### src/rtl/position_pkg.sv
// Shared definitions for the position integrators: state encoding, default widths
// and a width-generic signed add with optional saturation.
package position_pkg;

    localparam int A_W_DEF   = 16;
    localparam int DT_W_DEF  = 16;
    localparam int ACC_W_DEF = 32;
    localparam int SAT_W     = 64;

    typedef enum logic [1:0] {
        IDLE = 2'd0,
        MUL  = 2'd1,
        ACC  = 2'd2
    } state_e;

    typedef struct packed {
        logic              ovf;
        logic signed [SAT_W-1:0] val;
    } sat_res_t;

    // Operands arrive sign-extended from w bits (w <= 62), so the 64-bit sum is exact
    // and overflow is judged against the w-bit signed range.
    function automatic sat_res_t sat_add(
        input logic signed [SAT_W-1:0] x,
        input logic signed [SAT_W-1:0] y,
        input int unsigned             w,
        input logic                    sat_en
    );
        sat_res_t                r;
        logic signed [SAT_W-1:0] sum;
        logic signed [SAT_W-1:0] lim;
        sum   = x + y;
        lim   = 64'sd1 <<< (w - 1);
        r.ovf = (sum >= lim) || (sum < -lim);
        r.val = sum;
        if (sat_en && r.ovf) begin
            r.val = sum[SAT_W-1] ? -lim : lim - 64'sd1;
        end
        return r;
    endfunction

endpackage

### src/rtl/serial_mul_su.sv
// Bit-serial signed x unsigned shift-add multiplier; one multiplier bit per cycle.
// Operands must stay stable while busy; start clears the product and restarts.
module serial_mul_su #(
    parameter int A_W  = 16,
    parameter int DT_W = 16
) (
    input  logic                     clk,
    input  logic                     rst,
    input  logic                     start,
    input  logic signed [A_W-1:0]    a,
    input  logic        [DT_W-1:0]   b,
    output logic                     busy,
    output logic                     last,
    output logic signed [A_W+DT_W-1:0] prod
);

    localparam int P_W   = A_W + DT_W;
    localparam int BIT_W = (DT_W > 1) ? $clog2(DT_W) : 1;

    logic                    busy_q, busy_d;
    logic [BIT_W-1:0]        bit_q, bit_d;
    logic signed [P_W-1:0]   prod_q, prod_d;
    logic signed [P_W-1:0]   addend;

    assign last = busy_q && (bit_q == BIT_W'(DT_W - 1));

    always_comb begin
        busy_d = busy_q;
        bit_d  = bit_q;
        prod_d = prod_q;
        addend = P_W'(a) <<< bit_q;
        if (start) begin
            busy_d = 1'b1;
            bit_d  = '0;
            prod_d = '0;
        end else if (busy_q) begin
            if (b[bit_q]) begin
                prod_d = prod_q + addend;
            end
            bit_d = bit_q + BIT_W'(1);
            if (last) begin
                busy_d = 1'b0;
            end
        end
    end

    always_ff @(posedge clk or posedge rst) begin
        if (rst) begin
            busy_q <= 1'b0;
            bit_q  <= '0;
            prod_q <= '0;
        end else begin
            busy_q <= busy_d;
            bit_q  <= bit_d;
            prod_q <= prod_d;
        end
    end

    assign busy = busy_q;
    assign prod = prod_q;

endmodule

### src/rtl/multi_axis_integrator.sv
// N-channel rate integrator: acc[ch] += a[ch]*dt using one shared serial multiplier.
// Define MULTI_AXIS_INTEG_SATURATE_EN to clamp on overflow instead of wrapping.
//
// state | meaning
// IDLE  | waiting; clr zeroes accumulators, enable latches a/dt and starts channel 0
// MUL   | serial multiply of channel ch, DT_W cycles
// ACC   | add product into v[ch]; next channel or finish with done
module multi_axis_integrator
    import position_pkg::*;
#(
    parameter int NCH   = 2,
    parameter int A_W   = A_W_DEF,
    parameter int DT_W  = DT_W_DEF,
    parameter int ACC_W = ACC_W_DEF
) (
    input  logic                   clk,
    input  logic                   rst,
    input  logic [NCH*A_W-1:0]     a,
    input  logic [DT_W-1:0]        dt,
    input  logic                   enable,
    input  logic                   clr,
    output logic [NCH*ACC_W-1:0]   v,
    output logic                   busy,
    output logic                   done,
    output logic [NCH-1:0]         ovf
);

    localparam int CH_W = (NCH > 1) ? $clog2(NCH) : 1;
    localparam int P_W  = A_W + DT_W;

`ifdef MULTI_AXIS_INTEG_SATURATE_EN
    localparam logic SAT_EN = 1'b1;
`else
    localparam logic SAT_EN = 1'b0;
`endif

    state_e                 state_q, state_d;
    logic [CH_W-1:0]        ch_q, ch_d;
    logic [NCH*A_W-1:0]     a_l_q, a_l_d;
    logic [DT_W-1:0]        dt_l_q, dt_l_d;
    logic [NCH*ACC_W-1:0]   v_q, v_d;
    logic [NCH-1:0]         ovf_q, ovf_d;
    logic                   done_q, done_d;
    logic                   busy_q, busy_d;

    logic                   mul_start;
    logic                   mul_busy;
    logic                   mul_last;
    logic signed [A_W-1:0]  a_sel;
    logic signed [P_W-1:0]  prod;
    logic signed [ACC_W-1:0] v_sel;
    sat_res_t               acc_res;
    logic [ACC_W-1:0]       acc_val;

    assign a_sel = a_l_q[ch_q*A_W +: A_W];
    assign v_sel = v_q[ch_q*ACC_W +: ACC_W];

    serial_mul_su #(
        .A_W  (A_W),
        .DT_W (DT_W)
    ) u_mul (
        .clk   (clk),
        .rst   (rst),
        .start (mul_start),
        .a     (a_sel),
        .b     (dt_l_q),
        .busy  (mul_busy),
        .last  (mul_last),
        .prod  (prod)
    );

    always_comb begin
        state_d   = state_q;
        ch_d      = ch_q;
        a_l_d     = a_l_q;
        dt_l_d    = dt_l_q;
        v_d       = v_q;
        ovf_d     = ovf_q;
        done_d    = 1'b0;
        mul_start = 1'b0;
        acc_res   = sat_add(SAT_W'(v_sel), SAT_W'(prod), ACC_W, SAT_EN);
        acc_val   = ACC_W'(acc_res.val);

        case (state_q)
            IDLE: begin
                if (clr) begin
                    v_d   = '0;
                    ovf_d = '0;
                end else if (enable) begin
                    a_l_d     = a;
                    dt_l_d    = dt;
                    ch_d      = '0;
                    mul_start = 1'b1;
                    state_d   = MUL;
                end
            end
            MUL: begin
                if (mul_busy && mul_last) begin
                    state_d = ACC;
                end
            end
            ACC: begin
                for (int k = 0; k < NCH; k++) begin
                    if (CH_W'(k) == ch_q) begin
                        v_d[k*ACC_W +: ACC_W] = acc_val;
                        if (acc_res.ovf) begin
                            ovf_d[k] = 1'b1;
                        end
                    end
                end
                if (ch_q == CH_W'(NCH - 1)) begin
                    done_d  = 1'b1;
                    state_d = IDLE;
                end else begin
                    ch_d      = ch_q + CH_W'(1);
                    mul_start = 1'b1;
                    state_d   = MUL;
                end
            end
            default: begin
                state_d = IDLE;
            end
        endcase

        busy_d = (state_d != IDLE);
    end

    always_ff @(posedge clk or posedge rst) begin
        if (rst) begin
            state_q <= IDLE;
            ch_q    <= '0;
            a_l_q   <= '0;
            dt_l_q  <= '0;
            v_q     <= '0;
            ovf_q   <= '0;
            done_q  <= 1'b0;
            busy_q  <= 1'b0;
        end else begin
            state_q <= state_d;
            ch_q    <= ch_d;
            a_l_q   <= a_l_d;
            dt_l_q  <= dt_l_d;
            v_q     <= v_d;
            ovf_q   <= ovf_d;
            done_q  <= done_d;
            busy_q  <= busy_d;
        end
    end

    assign v    = v_q;
    assign busy = busy_q;
    assign done = done_q;
    assign ovf  = ovf_q;

endmodule

### config.mk
export PLATFORM = sky130hd
export DESIGN_NAME = multi_axis_integrator
export DESIGN_NICKNAME = d
export VERILOG_FILES = /design/src/rtl/position_pkg.sv /design/src/rtl/serial_mul_su.sv /design/src/rtl/multi_axis_integrator.sv
export SDC_FILE = /design/constraint.sdc
export NUM_CORES = 1
export LEC_CHECK = 0
export ABC_CLOCK_PERIOD_IN_PS = 5770
export CAP_MARGIN = 20
export CORE_AREA = 4 4 203 156
export DETAILED_ROUTE_END_ITERATION = 10
export DIE_AREA = 0 0 207 160
export SYNTH_ARGS = -nofsm -noshare
export SYNTH_HDL_FRONTEND = slang
export SYNTH_SLANG_ARGS = --single-unit
export TNS_END_PERCENT = 30
### constraint.sdc
create_clock -name clk -period 5.77 [get_ports clk]
set_input_delay 1.154 -clock clk [delete_from_list [all_inputs] [get_ports clk]]
set_output_delay 1.154 -clock clk [all_outputs]
set_load 0.01 [all_outputs]
### Yosys cells after proc, flatten, opt, wreduce, memory -nomap -nowiden

Index checks and enable logic that the tools add are counted.

* register bits: 156
* logic and storage cells: 82

* $add $sub $neg: 4
* $lt $le $gt $ge: 3
* equal/unequal tests: 9
* shifts and indexed selects: 3
* muxes and demuxes: 34
* bitwise operators: 1
* reductions and logical operators: 15

Operators by type and width (number)
* two-way mux 32 bit: 5
* one-hot mux 64 bit (2 select lines): 1
* two-way mux 64 bit: 1
* indexed part select 64 x 7 -> 32 bit: 1
* adder 32 x 32 -> 33 bit: 1
* greater-or-equal comparator 33 bit (second input constant): 1
* less-than comparator 33 x 32 -> 1 bit (second input constant): 1
* adder 32 bit: 1
* indexed part select 32 x 6 -> 16 bit: 1
* <<< shifter 16 x 4 -> 32 bit: 1
* two-way mux 1 bit: 16
* != test 2 bit (second input constant): 6
* AND reduction 3 bit: 4
* two-way mux 2 bit: 4
* two-way mux 4 bit: 2
* AND reduction 4 bit: 2
* nonzero test 2 bit: 4
* one-hot mux 2 bit (3 select lines): 1
* less-than comparator 4 x 5 -> 1 bit (second input constant): 1
* adder 4 x 1 -> 4 bit (second input constant): 1
* binary-select mux 1 bit (select 4 bit): 1
* equality test 4 bit (second input constant): 1
* one-hot mux 1 bit (2 select lines): 2
* one-hot mux 2 bit (2 select lines): 1
* 8 further kinds: 9

### Longest topological paths before layout

Gate-level depths: netlist of run 1.

* depth in word-level cells: 7
* gate-level depth with buffers: 21
* mapped depth without buffers: 19

### By module

Synthesis of run 1 repeated with hierarchy kept, for this count alone.

* cells, all modules: 1149
* area, all modules: 10985.5 µm²

Modules (own cells, without submodules)
* multi_axis_integrator: instances 1, cells an instance 621, area each 6755.2 µm², sequential area each 2977.9 µm²
* serial_mul_su: instances 1, cells an instance 528, area each 4230.3 µm², sequential area each 925.9 µm²

### Worst setup path before layout of run 1

No wires, ideal clock.

* path type: reg2reg
* start: reg ch_q
* end: reg ovf_q[1] (netlist: ovf[1])
* setup time: 0.118 ns
* arrival: 4.037 ns
* slack: 1.615 ns
* stages on the path, launching flop included: 17
* period minus slack after synthesis: 4.155 ns
* cells stage by stage: dfrtp_1 -> buf_2 -> buf_2 -> buf_2 -> buf_1 -> mux2_2 -> ha_1 -> a21oi_2 -> and4b_4 -> o311a_4 -> o311ai_4 -> a31oi_4 -> a221oi_4 -> o21ai_2 -> xor2_1 -> a21oi_1 -> nor2_1

* cells in the longest elaborated chain, start to end: 6

RTL lines
* start, declared: RTL line multi_axis_integrator.sv:38 `logic [CH_W-1:0] ch_q, ch_d;`
* start signal, assigned: RTL line multi_axis_integrator.sv:140 `ch_q <= ch_d;`
* indexed part select 64 x 7 -> 32 bit: RTL line multi_axis_integrator.sv:56 `assign v_sel = v_q[ch_q*ACC_W +: ACC_W];`
* adder 32 x 32 -> 33 bit: RTL line position_pkg.sv:32 `sum = x + y;`
* greater-or-equal comparator 33 bit or less-than comparator 33 x 32 -> 1 bit (tied branches): RTL line position_pkg.sv:34 `r.ovf = (sum >= lim) || (sum < -lim);`
* logical OR 1 bit: RTL line position_pkg.sv:34
* != test 2 bit (no line)
* AND reduction 4 bit (no line) *
* end signal, assigned: RTL line multi_axis_integrator.sv:144 `ovf_q <= ovf_d;`
* end, declared: RTL line multi_axis_integrator.sv:42 `logic [NCH-1:0] ovf_q, ovf_d;`

Mark *: on every way between the ends. The rest lies on a longest branch, timed or not.
A chain may end at the register's enable or synchronous reset.

### Worst setup path in the final report of run 1

* start: reg ch_q
* end: reg u_mul.prod_q[30] (netlist: u_mul.prod[30])

* cells in the longest elaborated chain, start to end: 6

RTL lines
* indexed part select 32 x 6 -> 16 bit: RTL line multi_axis_integrator.sv:55 `assign a_sel = a_l_q[ch_q*A_W +: A_W];`
* <<< shifter 16 x 4 -> 32 bit: RTL line serial_mul_su.sv:31 `addend = P_W'(a) <<< bit_q;`
* adder 32 bit: RTL line serial_mul_su.sv:38 `prod_d = prod_q + addend;`
* two-way mux 32 bit: RTL line serial_mul_su.sv:37 `if (b[bit_q]) begin`
* two-way mux 32 bit: RTL line serial_mul_su.sv:36 `end else if (busy_q) begin`
* two-way mux 32 bit: RTL line serial_mul_su.sv:32 `if (start) begin`
* end signal, assigned: RTL line serial_mul_su.sv:55 `prod_q <= prod_d;`
* end, declared: RTL line serial_mul_su.sv:22 `logic signed [P_W-1:0] prod_q, prod_d;`

Parallel ways exist; a longest one is shown, timed or not. The select of a mux whose other input is x is not followed.

==> results of run 1 <==
[cells in the mapped netlist, types with 5 or more instances]
library cell	n
nand2_1	143
nor3_1	14
a21o_1	46
nor2b_1	9
nor2_1	95
mux4_2	12
inv_1	17
o22ai_1	5
buf_2	9
mux2_2	88
nand2b_1	10
a21oi_1	94
buf_1	9
dfrtp_1	156
a31oi_1	15
mux2i_1	33
xor2_1	25
a22o_1	12
ha_1	64
nand3_1	16
o211ai_1	5
nand4_1	13
xnor2_1	29
o21ai_0	83
clkbuf_1	42
o31ai_1	6
a211oi_1	8
[metrics by stage]
step                      instance area [sq um]  hold WS [ps]  utilization  cells
after detailed placement                  12100         492.9       0.4072   1593
final                                     12730         502.5       0.4281   1625
after CTS                                 12730         508.2       0.4281   1625
after floorplan                           10520         475.0            -   1121
after global placement                    12100         488.3       0.4072   1593
after global routing                      12730         522.4       0.4281   1625
[flip-flops by register name, indices dropped and copies added, names as in the netlist]
| name | flops |
|---|---|
| busy | 1 |
| done | 1 |
| a_l_q | 32 |
| v | 64 |
| dt_l_q | 16 |
| u_mul.bit_q | 4 |
| state_q | 2 |
| u_mul.prod | 32 |
| u_mul.busy | 1 |
| ovf | 2 |
| ch_q | 1 |
[cells by family (layout without fill, tap and decap cells)]
family,count (synthesis),after routing
xor gates and xnor gates,54,54
DFF,156,156
buffers and inverters,79,184
and+or+nand+nor,323,323
AOI/OAI and AO/OA,310,310
adders and majority gates,66,66
muxes,133,133
[critical path, cell delays in order (launching register included)]
cell      delay [ps]
dfrtp_2          560
buf_4            360
mux2_2           390
o21ai_0          380
a21oi_1          170
mux2i_1          340
mux2i_1          140
ha_1             400
a31oi_1          250
o21ai_0          100
a21oi_1          240
o31ai_4          120
a21o_1           220
a311oi_1         400
a21oi_1          140
xnor2_1          140
a211oi_1         220
[area by class of cell]
| class | instances | area share |
|---|---|---|
| Tap cell | 399 | 0.03923 |
| Timing Repair Buffer | 133 | 0.1019 |
| Clock inverter | 14 | 0.01435 |
| Multi-Input combinational cell | 886 | 0.4972 |
| Sequential cell | 156 | 0.3069 |
| Clock buffer | 18 | 0.03451 |
| Inverter | 19 | 0.005997 |
[metal layers]
| metal | track usage | vias up | wire (um) |
|---|---|---|---|
| li1 | - | 4226 | - |
| met1 | 0.2378 | 4132 | 13570 |
| met2 | 0.2744 | 147 | 12980 |
| met3 | 0.03339 | 21 | 1033 |
| met4 | 0.03995 | 0 | 295 |
| met5 | 0 | - | 0 |
[final timing paths]
check	endpoint	slack [ps]	cells past startpoint
hold reg to reg	dt_l_q[11]	500	1
hold / removal	dt_l_q[11]	500	1
setup / recovery	u_mul.prod[30]	1090	16
max in group asynchronous	v[26]	3520	3
min in group asynchronous	dt_l_q[10]	1140	2
setup reg to reg	u_mul.prod[30]	1090	16
[power by group]
group	internal, mW	total (mW)	switching [mW]
clock	0.702	1.22	0.514
sequential	1.44	1.82	0.380
combinational	2.12	4.96	2.83
==> flow_summary.toml, run 1 <==
[outcome]
status = "finished, final reports clean"

[yosys]
synth_edf_count = 0
async_reset_ff_frac = 1.000
synth_nets = 1239
yosys.area_share.simple = 0.1342
synth_top_family_by_area = "compound AO/OA/AOI/OAI gates"
syn_area_sq_um = 10520
yosysUniqueCellTypes = 64
muxShareOfSynthArea = 0.1513
synth_top_area_cell = "dfrtp_1"
avgSynthCellArea_sq_um = 9.385
synth_seq_cells = 156
synthFlopType = "dfrtp_1"
synth_compound_gate_area_share = 0.1893
synth-xor-area-share = 0.04496
synth_area_leaders = "dfrtp_1 (37%), mux2_2 (9.4%), ha_1 (7.6%), nand2_1 (5.1%), a21oi_1 (4.5%)"
yosysWarnings = 0
ys_seq_area_frac = 0.3711
synth.top_cell.area_share = 0.3711
synth-adder-area-share = 0.07992
synthCells = 1121

[cts]
cts_hold_buf = 0
clock_path_buffers = 2
cts_made_buffers = 17
cts_tree = "yes"
cts_resized = 0
clkTransAtPathRegs_ps = 70
cts_sinks = 156
cts_setup_buffers = 0
cts_max_level = 4
worstSkewPairLatency_ps = 450
cts-root-buf = "clkbuf_16"

[floorplanning]
start_util = 0.3539
die-area_sq_um = 33120
fp.coreArea_sq_um = 29730
rows = 55
die_h_um = 160
die_x_um = 207
io_pins = 120

[sta]
finalHoldViolCount = 0
worst_slack_ps = 1091
finalCritPeriodShare = 0.8109
timing.setup.tns_ps = 0
setup_viol = 0
period_needed_ps = 4679
rsz0062_at_grt = "false"
slew_viol_final = 0
max_freq_ghz = 0.2137
fin_skew_ps = 18.15
maxSlewHeadroom = 0.3042
tightestPinTransition_ps = 1040

[detailed_routing]
dr.pass1.iters = 5
antenna_left = 0
drc = 0
drtIter0Drc = 614
routed_via_density = 5.247
vias = 8526
wl_per_cell_um = 17.16
wl_um = 27890

[layout]
diodes = 0
nets = 1331
syn2layout_area_growth_pct = 20.97
nFillCells = 2918
mostFrequentLayoutCells = "dfrtp_1 (155), nand2_1 (143), clkdlybuf4s50_1 (119)"
drive_gt1_frac = 0.1411
multi_input_area_sq_um = 6327
final_common_cell = "dfrtp_1"
regArea_sq_um = 3905

[global_route]
grt_pass1_vias = 8697
antenna_found_initial = 0
grt_max_degree = 59
grt_usage = 0.1701
grt_overflow = 0
grt_pass1_wl_um = 46530

[pwr]
vdd.ir_drop.worst_uv = 329.6
power.density_nw_per_um2 = 628.3
power.total_mw = 7.996
leakagePower_nw = 5.767

[critical_path]
cp.arrival_ps = 5020
critPathCaptureType = "register"
r2r-start = "ch_q"
crit_start = "ch_q"
critPathKind = "register to register"
worstSetupStartpointType = "register"
path_max_fanout = 18
critPathRequiredTime_ps = 6120

[min_path]
hp-class = "register to register"
min_from = "dt_l_q[11]"

[place]
detailed_place_hpwl_um = 20940
port_buffers = 119
dp_slack_ps = 1167
routabilityCongestion = 0.8960

[run]
max-cap-violations = 0
(Power assumes the default switching activity.)
==> inputs of run 2 (changes only) <==
--- a/config.mk
+++ b/config.mk
@@ -5,7 +5,7 @@
 export SDC_FILE = /design/constraint.sdc
 export NUM_CORES = 1
 export LEC_CHECK = 0
-export ABC_CLOCK_PERIOD_IN_PS = 5770
+export ABC_CLOCK_PERIOD_IN_PS = 4620
 export CAP_MARGIN = 20
 export CORE_AREA = 4 4 203 156
 export DETAILED_ROUTE_END_ITERATION = 10
==> constraint.sdc (replaced) <==
create_clock -name clk -period 4.62 [get_ports clk]
set_input_delay 0.924 -clock clk [delete_from_list [all_inputs] [get_ports clk]]
set_output_delay 0.924 -clock clk [all_outputs]
set_load 0.01 [all_outputs]
==> run 2 against run 1 <==
Maximum frequency rose by 11%; non-clock buffer count rose by 13; routed wire length rose by 0.34%; register-to-register slack got worse by 700 ps; critical path type unchanged.
==> flow_summary.toml, run 2 (synthesis results as in run 1) <==
[outcome]
status = "finished, final reports clean"

[detailed_routing]
wl_met2_um = 12770
antenna_left = 0
wl_met3_um = 1177
wl_met1_um = 13730
wl_per_cell_um = 17.10
vias = 8692
wl_um = 27980
dr.pass1.iters = 5
routed_via_density = 5.313
drtIter0Drc = 644
routed.top_layer = "met4"
drc = 0

[critical_path]
cp.buffers_inverters = 1
path_max_fanout = 20
critPathKind = "register to register"
cpPeakStageDelay_ps = 640
slowest_stage = "dfrtp_4"
crit_family = "compound AO/OA/AOI/OAI gates"
cp.arrival_ps = 4560
critPathCaptureType = "register"
crit_chain = "buf_4 > mux2_2 > ha_1 > fa_1 > a21oi_2 > and4b_4 > o311a_4 > o311ai_4 > a31oi_4 > a221oi_4 > o21ai_2 > xor2_1 > a21oi_1 > nor2_1"
critPathRequiredTime_ps = 4950
worstSetupStartpointType = "register"

[global_route]
antenna_found_initial = 0
grt_overflow = 0
grt_pass1_vias = 8786
grt_pass1_wl_um = 46640
grt_max_degree = 56
grt_usage = 0.1714

[layout]
drive_gt1_frac = 0.1487
fin_util = 0.4314
largest_reg_flops = 64
fin_cells = 1636
final_common_cell = "dfrtp_1"
diodes = 0
syn2layout_area_growth_pct = 21.90
nets = 1344
mostFrequentLayoutCells = "dfrtp_1 (155), nand2_1 (143), clkdlybuf4s50_1 (119)"

[floorplanning]
fp.coreArea_sq_um = 29730
start_util = 0.3539
die_h_um = 160
rows = 55
die-area_sq_um = 33120
die_x_um = 207
io_pins = 120

[sta]
period_needed_ps = 4225
timing.setup.tns_ps = 0
rsz0062_at_grt = "false"
slew_viol_final = 0
tightestPinTransition_ps = 825.5
fin_skew_ps = 14.66
setup_viol = 0
maxSlewHeadroom = 0.4476
finalCritPeriodShare = 0.9145
finalHoldViolCount = 0
max_freq_ghz = 0.2367

[cts]
cts_sinks = 156
cts_max_level = 4
worstSkewPairLatency_ps = 440
clkTransAtPathRegs_ps = 60
clock_path_buffers = 2
cts_hold_buf = 0
cts_tree = "yes"
cts_made_buffers = 17
cts-root-buf = "clkbuf_16"

[run]
max-cap-violations = 0

[pwr]
vdd.ir_drop.worst_uv = 432.8
leakagePower_nw = 5.819
power.density_nw_per_um2 = 784.8

[min_path]
hp-class = "register to register"

[place]
dp_cells = 1605
routabilityCongestion = 0.8708
detailed_place_hpwl_um = 21170
port_buffers = 119
-- run 2: cell count changes in the layout (fill, tap and decap cells not counted), moves of 2 or more --
cell,before,now
inv_6,5,0
buf_12,0,2
clkinv_2,1,3
buf_4,14,25
-- run 2: layout make-up --
| cell class | count | area (sq um) |
|---|---|---|
| flip-flops and latches | 156 | 3908 |
| inverters | 19 | 75.07 |
| multi-input cells | 886 | 6334 |
| well taps | 399 | 499.2 |
| clock buffers | 19 | 442.9 |
| fillers | 2894 | 16910 |
| clock inverters | 11 | 146.4 |
| repair buffers | 146 | 1419 |
-- run 2: path summary, 6_finish.rpt --
kind | startpoint | to | slack [ps] | depth (start not counted)
max | ch_q | ovf[1] | 400 | 14
min | dt_l_q[2] | dt_l_q[2] | 500 | 1
max reg2reg | ch_q | ovf[1] | 400 | 14
min reg2reg | dt_l_q[2] | dt_l_q[2] | 500 | 1
max in group asynchronous | rst | v[52] | 3000 | 4
min in group asynchronous | rst | u_mul.prod[0] | 780 | 2
-- run 2: layer usage --
| layer | vias to the layer above | GRT usage |
|---|---|---|
| li1 | 4271 | - |
| met1 | 4211 | 0.2453 |
| met2 | 181 | 0.2698 |
| met3 | 29 | 0.03397 |
| met4 | 0 | 0.03905 |
| met5 | - | 0 |
-- run 2: report_power, final --
group          switching, mW  leakage (nW)  internal [mW]
sequential             0.455          2.01           1.81
clock                  0.589         0.285          0.857
combinational           3.59          3.52           2.76
-- run 2: timing repair --
item,in CTS,in global routing
buffers inserted,0,0
resized for setup,0,2
hold endpoints to repair,0,0
setup endpoints to repair,0,2
-- run 2: through the flow --
stage / hold WS (ps) / power (mW) / worst slack, ps / area, sq um
2_1_floorplan: 475.0 / 7.067 / 465.0 / 10520
3_3_place_gp: 485.3 / 8.550 / 302.8 / 12210
3_5_place_dp: 492.2 / 8.588 / 257.3 / 12210
4_1_cts: 506.0 / 10.10 / 236.0 / 12790
5_1_grt: 521.1 / 11.03 / 5.882 / 12820
6_report: 500.3 / 10.06 / 395.1 / 12820
==> inputs of run 3 (changes only) <==
--- a/config.mk
+++ b/config.mk
@@ -10,6 +10,7 @@
 export CORE_AREA = 4 4 203 156
 export DETAILED_ROUTE_END_ITERATION = 10
 export DIE_AREA = 0 0 207 160
+export PLACE_DENSITY = 0.62
 export SYNTH_ARGS = -nofsm -noshare
 export SYNTH_HDL_FRONTEND = slang
 export SYNTH_SLANG_ARGS = --single-unit
==> run 3 against run 2 <==
Final cell count shrank 0.31%; non-clock buffer count shrank 7; maximum frequency shrank 0.72%; count of clock-buffer cells in the layout grew 2; first-iteration DRC count shrank 28%; clock skew shrank 4.8 ps; critical path type unchanged; critical path depth grew 3; largest power group unchanged; hold slack gained 3.7 ps.
==> flow_summary.toml, run 3 (synthesis results as in run 1) <==
[outcome]
status = "finished, final reports clean"

[layout]
nets = 1337
drive_gt1_frac = 0.1485
largest_reg_flops = 64
mostFrequentLayoutCells = "dfrtp_1 (155), nand2_1 (143), clkdlybuf4s50_1 (119)"
syn2layout_area_growth_pct = 21.42
diodes = 0
fin_util = 0.4297
nFillCells = 2917
final_area_sq_um = 12770
final_common_cell = "dfrtp_1"

[detailed_routing]
drc = 0
routed_via_density = 5.281
wl_um = 27730
drtIter0Drc = 462
antenna_left = 0
wl_per_cell_um = 17.00
vias = 8613
dr.pass1.iters = 5

[pwr]
p_sw_frac = 0.4660
seq_power_share = 0.224
power.density_nw_per_um2 = 782.5
vdd.ir_drop.worst_uv = 360.9
combPwrFrac = 0.637
power_switching_mw = 4.658
clkPwrFrac = 0.139
leakagePower_nw = 5.773
internal_power_mw = 5.338

[sta]
setup_viol = 0
slew_viol_final = 0
fin_skew_ps = 9.893
finalHoldViolCount = 0
maxSlewHeadroom = 0.3522
whs_ps = 504.0
rsz0062_at_grt = "true"
tightestPinTransition_ps = 968.0
period_needed_ps = 4255
max_freq_ghz = 0.2350
finalCritPeriodShare = 0.9211
timing.setup.tns_ps = 0

[global_route]
grt_pass1_vias = 8558
grt_max_degree = 100
antenna_found_initial = 0
grt_overflow = 0
grt_usage = 0.1678
grt_pass1_wl_um = 45890

[cts]
cts_max_level = 4
cts_tree = "yes"
cts_resized = 0
cts-root-buf = "clkbuf_16"
cts_hold_buf = 0
cts_sinks = 156
clkTransAtPathRegs_ps = 60
worstSkewPairLatency_ps = 430
cts_setup_buffers = 0
clock_path_buffers = 2
cts_made_buffers = 17

[floorplanning]
rows = 55
start_util = 0.3539
io_pins = 120
die_x_um = 207
die_h_um = 160
fp.coreArea_sq_um = 29730
die-area_sq_um = 33120

[place]
dpl-instance-area_sq_um = 12170
routabilityCongestion = 0.8914
port_buffers = 119
detailed_place_hpwl_um = 20710

[critical_path]
worstSetupStartpointType = "register"
slowest_stage = "dfrtp_4"
crit_chain = "buf_4 > mux4_2 > mux2i_2 > nand2_1 > o21ai_0 > mux2i_1 > ha_1 > nand4_1 > o21ai_0 > a31oi_1 > o21a_1 > o31ai_4 > a21o_1 > a311oi_2 > a21oi_1 > xnor2_1 > a211oi_1"
critPathRequiredTime_ps = 4960
cp.arrival_ps = 4590
critPathKind = "register to register"
path_max_fanout = 14
cpPeakStageDelay_ps = 570
critPathCaptureType = "register"
cpMostUsedCell = "o21ai_0"

[run]
max-cap-violations = 0

[min_path]
hp-class = "register to register"
run 3: routing by layer:
metal,track usage,up-vias,wire length (um)
met4,0.03485,0,269
met3,0.03260,20,1163
met5,0,-,0
met2,0.2689,163,12610
met1,0.2381,4172,13680
li1,-,4258,-
run 3: area by class of cell:
class                   count  area, sq um  share of cell area
multi-input cells         886         6345              0.4967
flip-flops and latches    156         3908              0.3059
repair buffers            139         1366              0.1070
well taps                 399        499.2             0.03908
clock buffers              21        470.5             0.03683
clock inverters            11        110.1            0.008620
inverters                  19        75.07            0.005877
run 3: final timing paths:
check | start | end | slack, ps | cells past startpoint
setup / recovery | ch_q | u_mul.prod[30] | 360 | 17
hold / removal | ovf[1] | ovf[1] | 500 | 2
setup reg to reg | ch_q | u_mul.prod[30] | 360 | 17
hold reg to reg | ovf[1] | ovf[1] | 500 | 2
max in group asynchronous | rst | u_mul.prod[17] | 2570 | 3
min in group asynchronous | rst | dt_l_q[0] | 1020 | 2
run 3: critical path: cells and delay by family, from the launching register on:
family,cells,cell delay [ps]
buf+inv,1,220
simple gates,2,220
mux,3,900
xor+xnor,1,150
fa+ha+maj,1,360
flops,1,570
compound gates,9,1740
run 3: power groups by stage:
| stage | combinational, mW | clock [mW] | sequential (mW) |
|---|---|---|---|
| after floorplan | 5.03 | 0 | 2.03 |
| after global placement | 6.24 | 0 | 2.27 |
| after detailed placement | 6.28 | 0 | 2.27 |
| after CTS | 6.32 | 1.43 | 2.24 |
| after global routing | 7.15 | 1.49 | 2.30 |
| final | 6.37 | 1.39 | 2.24 |
run 3: stage by stage:
| step | std cells | power (mW) | setup WS, ps |
|---|---|---|---|
| 2_1_floorplan | 1121 | 7.067 | 465.0 |
| 3_3_place_gp | 1599 | 8.506 | 349.0 |
| 3_5_place_dp | 1599 | 8.546 | 236.2 |
| 4_1_cts | 1631 | 9.994 | 186.3 |
| 5_1_grt | 1631 | 10.94 | -11.80 |
| 6_report | 1631 | 9.996 | 364.7 |
